[config.mk]
export PLATFORM = sky130hd
export DESIGN_NAME = pcileech_sysctl
export DESIGN_NICKNAME = d
export VERILOG_FILES = /design/src/rtl/pcileech_sysctl_pkg.sv /design/src/rtl/pcileech_sysctl_ledch.sv /design/src/rtl/pcileech_sysctl.sv
export SDC_FILE = /design/constraint.sdc
export NUM_CORES = 1
export LEC_CHECK = 0
export CORE_MARGIN = 1
export CORE_UTILIZATION = 40
export CTS_CLUSTER_SIZE = 8
export DETAILED_ROUTE_END_ITERATION = 16
export GPL_ROUTABILITY_DRIVEN = 0
export PLACE_DENSITY = 0.65
export SYNTH_ARGS = -nofsm -noshare
export SYNTH_HDL_FRONTEND = slang
export SYNTH_SLANG_ARGS = --single-unit
export TNS_END_PERCENT = 1
[constraint.sdc]
create_clock -name clk -period 6.65 [get_ports clk]
set_input_delay 1.33 -clock clk [delete_from_list [all_inputs] [get_ports clk]]
set_output_delay 1.33 -clock clk [all_outputs]
set_load 0.02 [all_outputs]
[src/rtl/pcileech_sysctl_pkg.sv]
// Shared types and constants for the system-control block: LED modes,
// reset-sequencer states and the hold counter width.
package pcileech_sysctl_pkg;

    localparam int SYSCTL_HOLD_W = 16;

    typedef enum logic [1:0] {
        LED_OFF       = 2'b00,
        LED_ON        = 2'b01,
        LED_ACT       = 2'b10,
        LED_HEARTBEAT = 2'b11
    } led_mode_t;

    typedef enum logic {
        S_HOLD = 1'b0,
        S_RUN  = 1'b1
    } rst_state_t;

endpackage

[src/rtl/pcileech_sysctl_ledch.sv]
// One LED channel: retriggerable activity stretch counter, mode mux and
// registered LED drive with optional XOR against the power-on blink phase.
module pcileech_sysctl_ledch
    import pcileech_sysctl_pkg::*;
#(
    parameter int STRETCH_BITS = 22
) (
    input  logic       clk,
    input  logic       rst,
    input  logic       rst_sys_i,
    input  logic       act_i,
    input  logic [1:0] mode_i,
    input  logic       heartbeat_i,
    input  logic       blink_i,
    output logic       led_o
);

    localparam logic [STRETCH_BITS:0] STRETCH_LOAD = {1'b1, {STRETCH_BITS{1'b0}}};

    logic [STRETCH_BITS:0] stretch_q, stretch_d;
    logic                  led_q, led_d;
    logic                  led_base;

    // NOTE: every signal assigned in always_comb gets a default first, so no path leaves it unassigned and no latch is inferred.
    always_comb begin
        stretch_d = stretch_q;
        if (rst_sys_i) begin
            stretch_d = '0;
        end else if (act_i) begin
            stretch_d = STRETCH_LOAD;
        end else if (stretch_q != '0) begin
            stretch_d = stretch_q - 1'b1;
        end
    end

    always_comb begin
        led_base = 1'b0;
        case (led_mode_t'(mode_i))
            LED_OFF:       led_base = 1'b0;
            LED_ON:        led_base = 1'b1;
            LED_ACT:       led_base = (stretch_q != '0);
            LED_HEARTBEAT: led_base = heartbeat_i;
            default:       led_base = 1'b0;
        endcase
        led_d = led_base ^ blink_i;
    end

    always_ff @(posedge clk or posedge rst) begin
        if (rst) begin
            stretch_q <= '0;
            led_q     <= 1'b0;
        end else begin
            stretch_q <= stretch_d;
            led_q     <= led_d;
        end
    end

    assign led_o = led_q;

endmodule

[src/rtl/pcileech_sysctl.sv]
// System control: 64-bit tick counter, held fabric reset sequencer and LED
// manager. Define SYSCTL_PWRON_BLINK_EN to invert all LEDs during the power-on window.
module pcileech_sysctl
    import pcileech_sysctl_pkg::*;
#(
    parameter int NUM_LEDS         = 2,
    parameter int RST_HOLD_CYCLES  = 64,
    parameter int BLINK_BIT        = 24,
    parameter int PWRON_WINDOW_BIT = 27,
    parameter int STRETCH_BITS     = 22
) (
    input  logic                  clk,
    input  logic                  rst,
    input  logic                  soft_rst_req,
    output logic [63:0]           tickcount64,
    output logic                  rst_sys,
    output logic                  ft601_rst_n,
    output logic                  pwron_blink,
    input  logic [2*NUM_LEDS-1:0] led_mode,
    input  logic [NUM_LEDS-1:0]   led_act,
    output logic [NUM_LEDS-1:0]   led_out
);

    localparam logic [SYSCTL_HOLD_W-1:0] HOLD_LAST = SYSCTL_HOLD_W'(RST_HOLD_CYCLES - 1);

    logic [63:0]              tick_q;
    rst_state_t               state_q;
    logic [SYSCTL_HOLD_W-1:0] hold_cnt_q;
    logic                     rst_sys_q;
    logic                     blink_phase;

    always_ff @(posedge clk or posedge rst) begin
        if (rst) begin
            tick_q <= '0;
        end else begin
            tick_q <= tick_q + 64'd1;
        end
    end

    // rst_sys follows the state one cycle late, so the hold spans exactly RST_HOLD_CYCLES outputs.
    always_ff @(posedge clk or posedge rst) begin
        if (rst) begin
            state_q    <= S_HOLD;
            hold_cnt_q <= '0;
            rst_sys_q  <= 1'b1;
        end else begin
            rst_sys_q <= (state_q == S_HOLD);
            case (state_q)
                S_HOLD: begin
                    if (soft_rst_req) begin
                        hold_cnt_q <= '0;
                    end else if (hold_cnt_q == HOLD_LAST) begin
                        state_q    <= S_RUN;
                        hold_cnt_q <= '0;
                    end else begin
                        hold_cnt_q <= hold_cnt_q + 1'b1;
                    end
                end
                S_RUN: begin
                    if (soft_rst_req) begin
                        state_q    <= S_HOLD;
                        hold_cnt_q <= '0;
                    end
                end
                default: begin
                    state_q    <= S_HOLD;
                    hold_cnt_q <= '0;
                end
            endcase
        end
    end

`ifdef SYSCTL_PWRON_BLINK_EN
    logic pwron_q;

    always_ff @(posedge clk or posedge rst) begin
        if (rst) begin
            pwron_q <= 1'b0;
        end else begin
            pwron_q <= tick_q[BLINK_BIT] & (tick_q[63:PWRON_WINDOW_BIT] == '0);
        end
    end

    assign blink_phase = pwron_q;
`else
    assign blink_phase = 1'b0;
`endif

    for (genvar i = 0; i < NUM_LEDS; i++) begin : g_led
        pcileech_sysctl_ledch #(
            .STRETCH_BITS (STRETCH_BITS)
        ) u_ledch (
            .clk         (clk),
            .rst         (rst),
            .rst_sys_i   (rst_sys_q),
            .act_i       (led_act[i]),
            .mode_i      (led_mode[2*i +: 2]),
            .heartbeat_i (tick_q[BLINK_BIT+2]),
            .blink_i     (blink_phase),
            .led_o       (led_out[i])
        );
    end

    assign tickcount64 = tick_q;
    assign rst_sys     = rst_sys_q;
    assign ft601_rst_n = ~rst_sys_q;
    assign pwron_blink = blink_phase;

endmodule

==> results_dict.tcl, run 1 <==
set metrics [dict create \
    slew_viol_final 0 \
    outcome "finished clean" \
    tightest_slew_ns 0.8777 \
    synth_flop_cell "dfrtp_1" \
    ys_seq_area_share_pct 50.45 \
    grt_pass1_vias 5169 \
    root_buffer "clkbuf_16" \
    synthArstFlopShare_pct 100.0 \
    crit_buf_inv 1 \
    ir_worst_vdd_mv 0.1921 \
    antenna_found_initial 0 \
    pre_cts_ws_ns 3.115 \
    synth_top_area_share_pct 50.04 \
    portBuffers 76 \
    seq_area_um2 3254 \
    cap_violations 0 \
    grt_pass1_wl_mm 25.91 \
    drc 0 \
    cts_made_buffers 17 \
    nets 762 \
    viasPerCell 5.382 \
    ctsHoldBuffers 0 \
    cts_setup_buffers 0 \
    cts_tree "built" \
    min_period_ns 3.169 \
    yosys-top-cells-area "dfrtp_1 50%, xor2_1 7.1%, xnor2_1 4.8%" \
    rsz0062_at_grt "false" \
    ioPinCount 78 \
    powerDensity_nw_per_um2 230.6 \
    dp_hpwl_mm 10.69 \
    p_leak_nw 3.632 \
    dr.first_iter.drc_count 489 \
    die_w_um 129.0 \
    period_share_pct 47.65 \
    vias 5264 \
    syn_avg_cell_area_um2 9.672 \
    synth_cell_type_count 53 \
    grt_max_degree 73 \
    cts_resized 0 \
    diodes 0 \
    die_y_um 129.0 \
    synth_top_area_cell "dfrtp_1" \
    setup_viol 0 \
    synth.most_common_cell "dfrtp_1" \
    syn_inst 667 \
    grt_usage_pct 19.96 \
    dr.pass1.iters 4 \
    drive_gt1_share_pct 6.430 \
    final_antenna_net_count 0 \
    ys_top_cells_by_count "129 x dfrtp_1, 71 x nor2_1, 52 x xor2_1, 51 x nand2_1, 40 x nor3_1" \
    cp.required_ns 6.93 \
    synth-edff-count 0 \
    cp_max_fo 21 \
    syn_to_final_growth_pct 25.37 \
    cp-start-kind "primary input" \
    synth_area_um2 6451 \
    fp-row-count 46 \
    cts_htree_levels 4 \
    slew_headroom_pct 40.94 \
    arrival_ns 3.45 \
    worstSetupPathType "primary input to flop" \
    hold_viol 0 \
    fin_ws_ns 3.481 \
    tns_ns 0 \
    cpLargestDelayFamily "simple AND/OR/NAND/NOR gates" \
    crit_slowest_cell "clkdlybuf4s50_1" \
    yosys_warnings 0 \
    fin_worst_skew_ns 0.007450 \
    cp_slowest_stage_delay_ns 0.49 \
    clk_pin_slew_worst_paths_ns 0.06 \
    multi_input_area_um2 3027 \
    die_area_um2 16640 \
    cp-end-kind "flop" \
    yosys_register_bits 130 \
    cp_cell_sequence "clkdlybuf4s50_1, or2_2, or3_1, o31ai_1, or4_1, a21oi_1" \
    post_drt_wl_per_cell_um 15.61 \
    clock-sinks 130 \
    hold_class "flop to flop" \
    synth.net_count 680 \
    max_clock_freq_mhz 315.6 \
    clockBufferDepth 2 \
    gr-total-overflow 0 \
    worstSkewPairLatency_ns 0.42 \
    fillCellCount 1460 \
    drt_wl_total_mm 15.27 \
    core_area_um2 15830 \
    initial_core_util_pct 40.76 \
]
[registers in the layout, indices dropped and copies added (netlist names)]
| register | cells |
|---|---|
| state_q | 1 |
| hold_cnt_q | 16 |
| g_led.u_ledch.led_o | 2 |
| rst_sys | 1 |
| tickcount64 | 64 |
| g_led.u_ledch.stretch_q | 46 |
[cell type report]
cell class | instances | share of cell area, %
inverters | 22 | 1.052
clock inverters | 13 | 2.568
clock buffers | 19 | 5.600
well taps | 216 | 3.342
multi-input cells | 498 | 37.42
repair buffers | 80 | 9.777
flip-flops and latches | 130 | 40.24
[report_power, final]
part	total, mW	leakage, nW	switching, mW	internal (mW)
clock	1.04	0.323	0.350	0.685
combinational	0.0341	1.52	0.0241	0.0100
sequential	0.796	1.79	0.00213	0.794
[worst register-to-register path: cells and delay by family (launching register included)]
kind            cells  cell delay [ns]
flops               1             0.41
simple gates        4             2.03
compound gates      1             0.15
[worst paths after layout]
path | from | to | slack [ns] | cells after the start
worst max-delay path | led_act[0] | g_led[0].u_ledch.stretch_q[15] | 3.48 | 6
worst min-delay path | tickcount64[63] | tickcount64[63] | 0.47 | 1
worst max register to register | g_led[0].u_ledch.stretch_q[13] | g_led[0].u_ledch.stretch_q[21] | 3.99 | 5
worst min register to register | tickcount64[63] | tickcount64[63] | 0.47 | 1
max in group asynchronous | rst | hold_cnt_q[2] | 3.89 | 3
min in group asynchronous | rst | tickcount64[40] | 1.48 | 2
[cell usage in the layout (no fill, tap or decap), types with 4 or more instances in the layout]
| cell type | Yosys | final |
|---|---|---|
| nand3_1 | 37 | 37 |
| a31oi_1 | 6 | 6 |
| or3_1 | 15 | 15 |
| xor2_1 | 52 | 52 |
| nor3_1 | 40 | 40 |
| and3_1 | 10 | 10 |
| and4_1 | 4 | 4 |
| clkinv_4 | 0 | 4 |
| dfrtp_1 | 129 | 129 |
| clkdlybuf4s50_1 | 0 | 76 |
| or2_2 | 6 | 6 |
| buf_4 | 4 | 4 |
| bufinv_16 | 0 | 5 |
| nand4_1 | 21 | 21 |
| ha_1 | 4 | 4 |
| clkbuf_16 | 0 | 17 |
| nor2_1 | 71 | 71 |
| o31ai_1 | 6 | 6 |
| inv_1 | 22 | 21 |
| o211ai_1 | 4 | 4 |
| xnor2_1 | 35 | 35 |
| nand2_1 | 51 | 51 |
| or4_1 | 16 | 16 |
| a21oi_1 | 24 | 24 |
| nor4_1 | 30 | 30 |
| nand2b_1 | 8 | 8 |
| o21ai_0 | 22 | 22 |
[through the flow]
stage	power, mW	hold slack, ns	area (um^2)	util (%)	std cells
floorplan	0.8321	0.4732	6451	-	667
global placement	0.8438	0.4632	7427	46.92	946
finish	1.865	0.4685	8088	51.10	978
CTS	1.882	0.4696	8088	51.10	978
global route	1.935	0.5036	8088	51.10	978
detailed placement	0.8451	0.4617	7427	46.92	946
[layer usage]
| metal | track usage (%) | part of all wire (%) | vias up | wire length (um) |
|---|---|---|---|---|
| met5 | 0 | 0 | - | 0 |
| met4 | 7.751 | 1.7 | 0 | 257 |
| met3 | 4.449 | 4.3 | 23 | 660 |
| met2 | 31.29 | 47 | 119 | 7146 |
| met1 | 26.94 | 47 | 2585 | 7201 |
| li1 | - | - | 2537 | - |
[kinds of logic (layout without fill, tap and decap cells)]
group | after synthesis | in the layout | synth area share, %
other cells | 1 | 1 | 0.05813
compound gates | 77 | 77 | 7.234
simple gates | 328 | 328 | 26.88
mux | 1 | 1 | 0.1552
flops | 130 | 130 | 50.45
fa+ha+maj | 4 | 4 | 0.7758
xor+xnor | 87 | 87 | 11.81
buf+inv | 39 | 134 | 2.638
No activity file was read; power rests on OpenSTA's default activity.
==> run 2, diff against run 1 <==
--- a/config.mk
+++ b/config.mk
@@ -10,7 +10,7 @@
 export CTS_CLUSTER_SIZE = 8
 export DETAILED_ROUTE_END_ITERATION = 16
 export GPL_ROUTABILITY_DRIVEN = 0
-export PLACE_DENSITY = 0.65
+export PLACE_DENSITY = 0.67
 export SYNTH_ARGS = -nofsm -noshare
 export SYNTH_HDL_FRONTEND = slang
 export SYNTH_SLANG_ARGS = --single-unit
==> constraint.sdc (replaced) <==
create_clock -name clk -period 2.8 [get_ports clk]
set_input_delay 0.56 -clock clk [delete_from_list [all_inputs] [get_ports clk]]
set_output_delay 0.56 -clock clk [all_outputs]
set_load 0.02 [all_outputs]
==> results_dict.tcl, run 2 (synthesis results as in run 1) <==
set metrics [dict create \
    outcome "finished clean" \
    crit_slowest_cell "or4_1" \
    cp-end-kind "flop" \
    crit_path_frequent_cell "or4_1" \
    syn_to_final_growth_pct 25.21 \
    portBuffers 76 \
    ff2ff_path_depth 5 \
    slew_viol_final 0 \
    antenna_found_initial 0 \
    gr-total-overflow 0 \
    drt_wl_total_mm 15.23 \
    max_clock_freq_mhz 415.9 \
    crit_start "g_led[1].u_ledch.stretch_q[4]" \
    rsz0062_at_grt "false" \
    cp-endpoint "g_led[1].u_ledch.stretch_q[21]" \
    ioPinCount 78 \
    final_cell_mix "129 x dfrtp_1, 76 x clkdlybuf4s50_1, 71 x nor2_1, 52 x xor2_1, 51 x nand2_1" \
    grt_max_degree 103 \
    nets 771 \
    arrival_ns 2.74 \
    final_common_cell "dfrtp_1" \
    dr.pass1.iters 5 \
    drc 0 \
    post_dp_cell_area_um2 7508 \
    rr_startpoint "g_led[1].u_ledch.stretch_q[4]" \
    dp_hpwl_mm 10.64 \
    crit_buf_inv 0 \
    tightest_slew_ns 0.6349 \
    vias 5304 \
    cp_max_fo 7 \
    die_y_um 129.0 \
    crit_cells 5 \
    final_antenna_net_count 0 \
    p_leak_nw 3.625 \
    cp_cell_sequence "or4_1, nor4_1, nand3_1, or4_1, o21ai_0" \
    worstSetupPathType "flop to flop" \
    cpLargestDelayFamily "simple AND/OR/NAND/NOR gates" \
    cts_resized 0 \
    worstHoldPathCells 1 \
    cp.required_ns 3.13 \
    die_w_um 129.0 \
    post_drt_wl_per_cell_um 15.43 \
    grt_pass1_wl_mm 25.61 \
    slew_headroom_pct 57.28 \
    cts_setup_buffers 0 \
    drive_gt1_share_pct 7.263 \
    grt_pass1_vias 5108 \
    setup_viol 0 \
    worstSkewPairLatency_ns 0.42 \
    diodes 0 \
    cp_slowest_stage_delay_ns 0.66 \
    fin_total_pwr_mw 4.092 \
    root_buffer "clkbuf_16" \
    ir_worst_vdd_mv 0.4222 \
    cts_made_buffers 17 \
    fin_worst_skew_ns 0.008742 \
    r2r-end "g_led[1].u_ledch.stretch_q[21]" \
    fp-row-count 46 \
    finalInstanceArea_um2 8078 \
    min_period_ns 2.405 \
    powerDensity_nw_per_um2 506.6 \
    largest_register_ffs 64 \
    cts_htree_levels 4 \
    dr.first_iter.drc_count 362 \
    r2r_slack_ns 0.40 \
    cts_tree "built" \
    clock-sinks 130 \
    hold_class "flop to flop" \
    clockBufferDepth 2 \
    clk_pin_slew_worst_paths_ns 0.06 \
    ctsHoldBuffers 0 \
    cap_violations 0 \
    tns_ns 0 \
    viasPerCell 5.374 \
    cp-start-kind "flop" \
    hold_viol 0 \
    period_share_pct 85.88 \
    initial_core_util_pct 40.76 \
    die_area_um2 16640 \
    grt_usage_pct 19.61 \
    core_area_um2 15830 \
]
==> run 2: cell types whose count changed in the layout (fill, tap and decap cells not counted) <==
cell	previous run	this run
bufinv_16	5	1
clkbuf_1	0	2
clkbuf_8	2	4
clkinv_4	4	1
inv_4	1	0
clkinv_2	3	4
buf_12	0	1
buf_4	4	12
clkinvlp_4	1	4
==> run 2: metrics by stage <==
| step | util, % | worst slack (ns) | std cells | hold slack, ns |
|---|---|---|---|---|
| after CTS | 51.04 | 0.4130 | 987 | 0.4733 |
| final | 51.04 | 0.3953 | 987 | 0.4655 |
| after global placement | 47.44 | 0.3662 | 955 | 0.4702 |
| after floorplan | - | 0.4981 | 667 | 0.4732 |
| after global routing | 51.04 | 0.1995 | 987 | 0.4902 |
| after detailed placement | 47.44 | 0.2717 | 955 | 0.4620 |
==> run 2: cell type report <==
type | count | area [um^2]
clock buffers | 23 | 488.0
fillers | 1414 | 7750
multi-input cells | 498 | 3027
inverters | 22 | 86.33
flip-flops and latches | 130 | 3254
clock inverters | 9 | 81.33
well taps | 216 | 270.3
repair buffers | 89 | 870.8
==> run 2: worst min path at each step <==
stage,startpoint,endpoint,slack [ns]
global placement,tickcount64[63],tickcount64[63],0.47
detailed placement,tickcount64[63],tickcount64[63],0.46
global route,tickcount64[63],tickcount64[63],0.49
finish,tickcount64[63],tickcount64[63],0.47
floorplan,hold_cnt_q[14],hold_cnt_q[14],0.47
CTS,tickcount64[63],tickcount64[63],0.47
==> run 2: routing by layer <==
layer  wire (um)  global-route usage [%]
met1        6969                   25.46
met4         216                   6.090
met3         690                   5.572
met5           0                       0
met2        7354                   31.73
==> run 2: where the power goes <==
| part | leakage, nW | switching [mW] | total [mW] | internal [mW] |
|---|---|---|---|---|
| Clock | 0.275 | 0.810 | 2.12 | 1.31 |
| Sequential | 1.79 | 0.00478 | 1.89 | 1.89 |
| Combinational | 1.56 | 0.0578 | 0.0846 | 0.0268 |
==> run 2: worst reg2reg max path, cell delays in order (launching register included) <==
cell     delay [ns]
dfrtp_1        0.43
or4_1          0.66
nor4_1         0.48
nand3_1        0.24
or4_1          0.43
o21ai_0        0.09
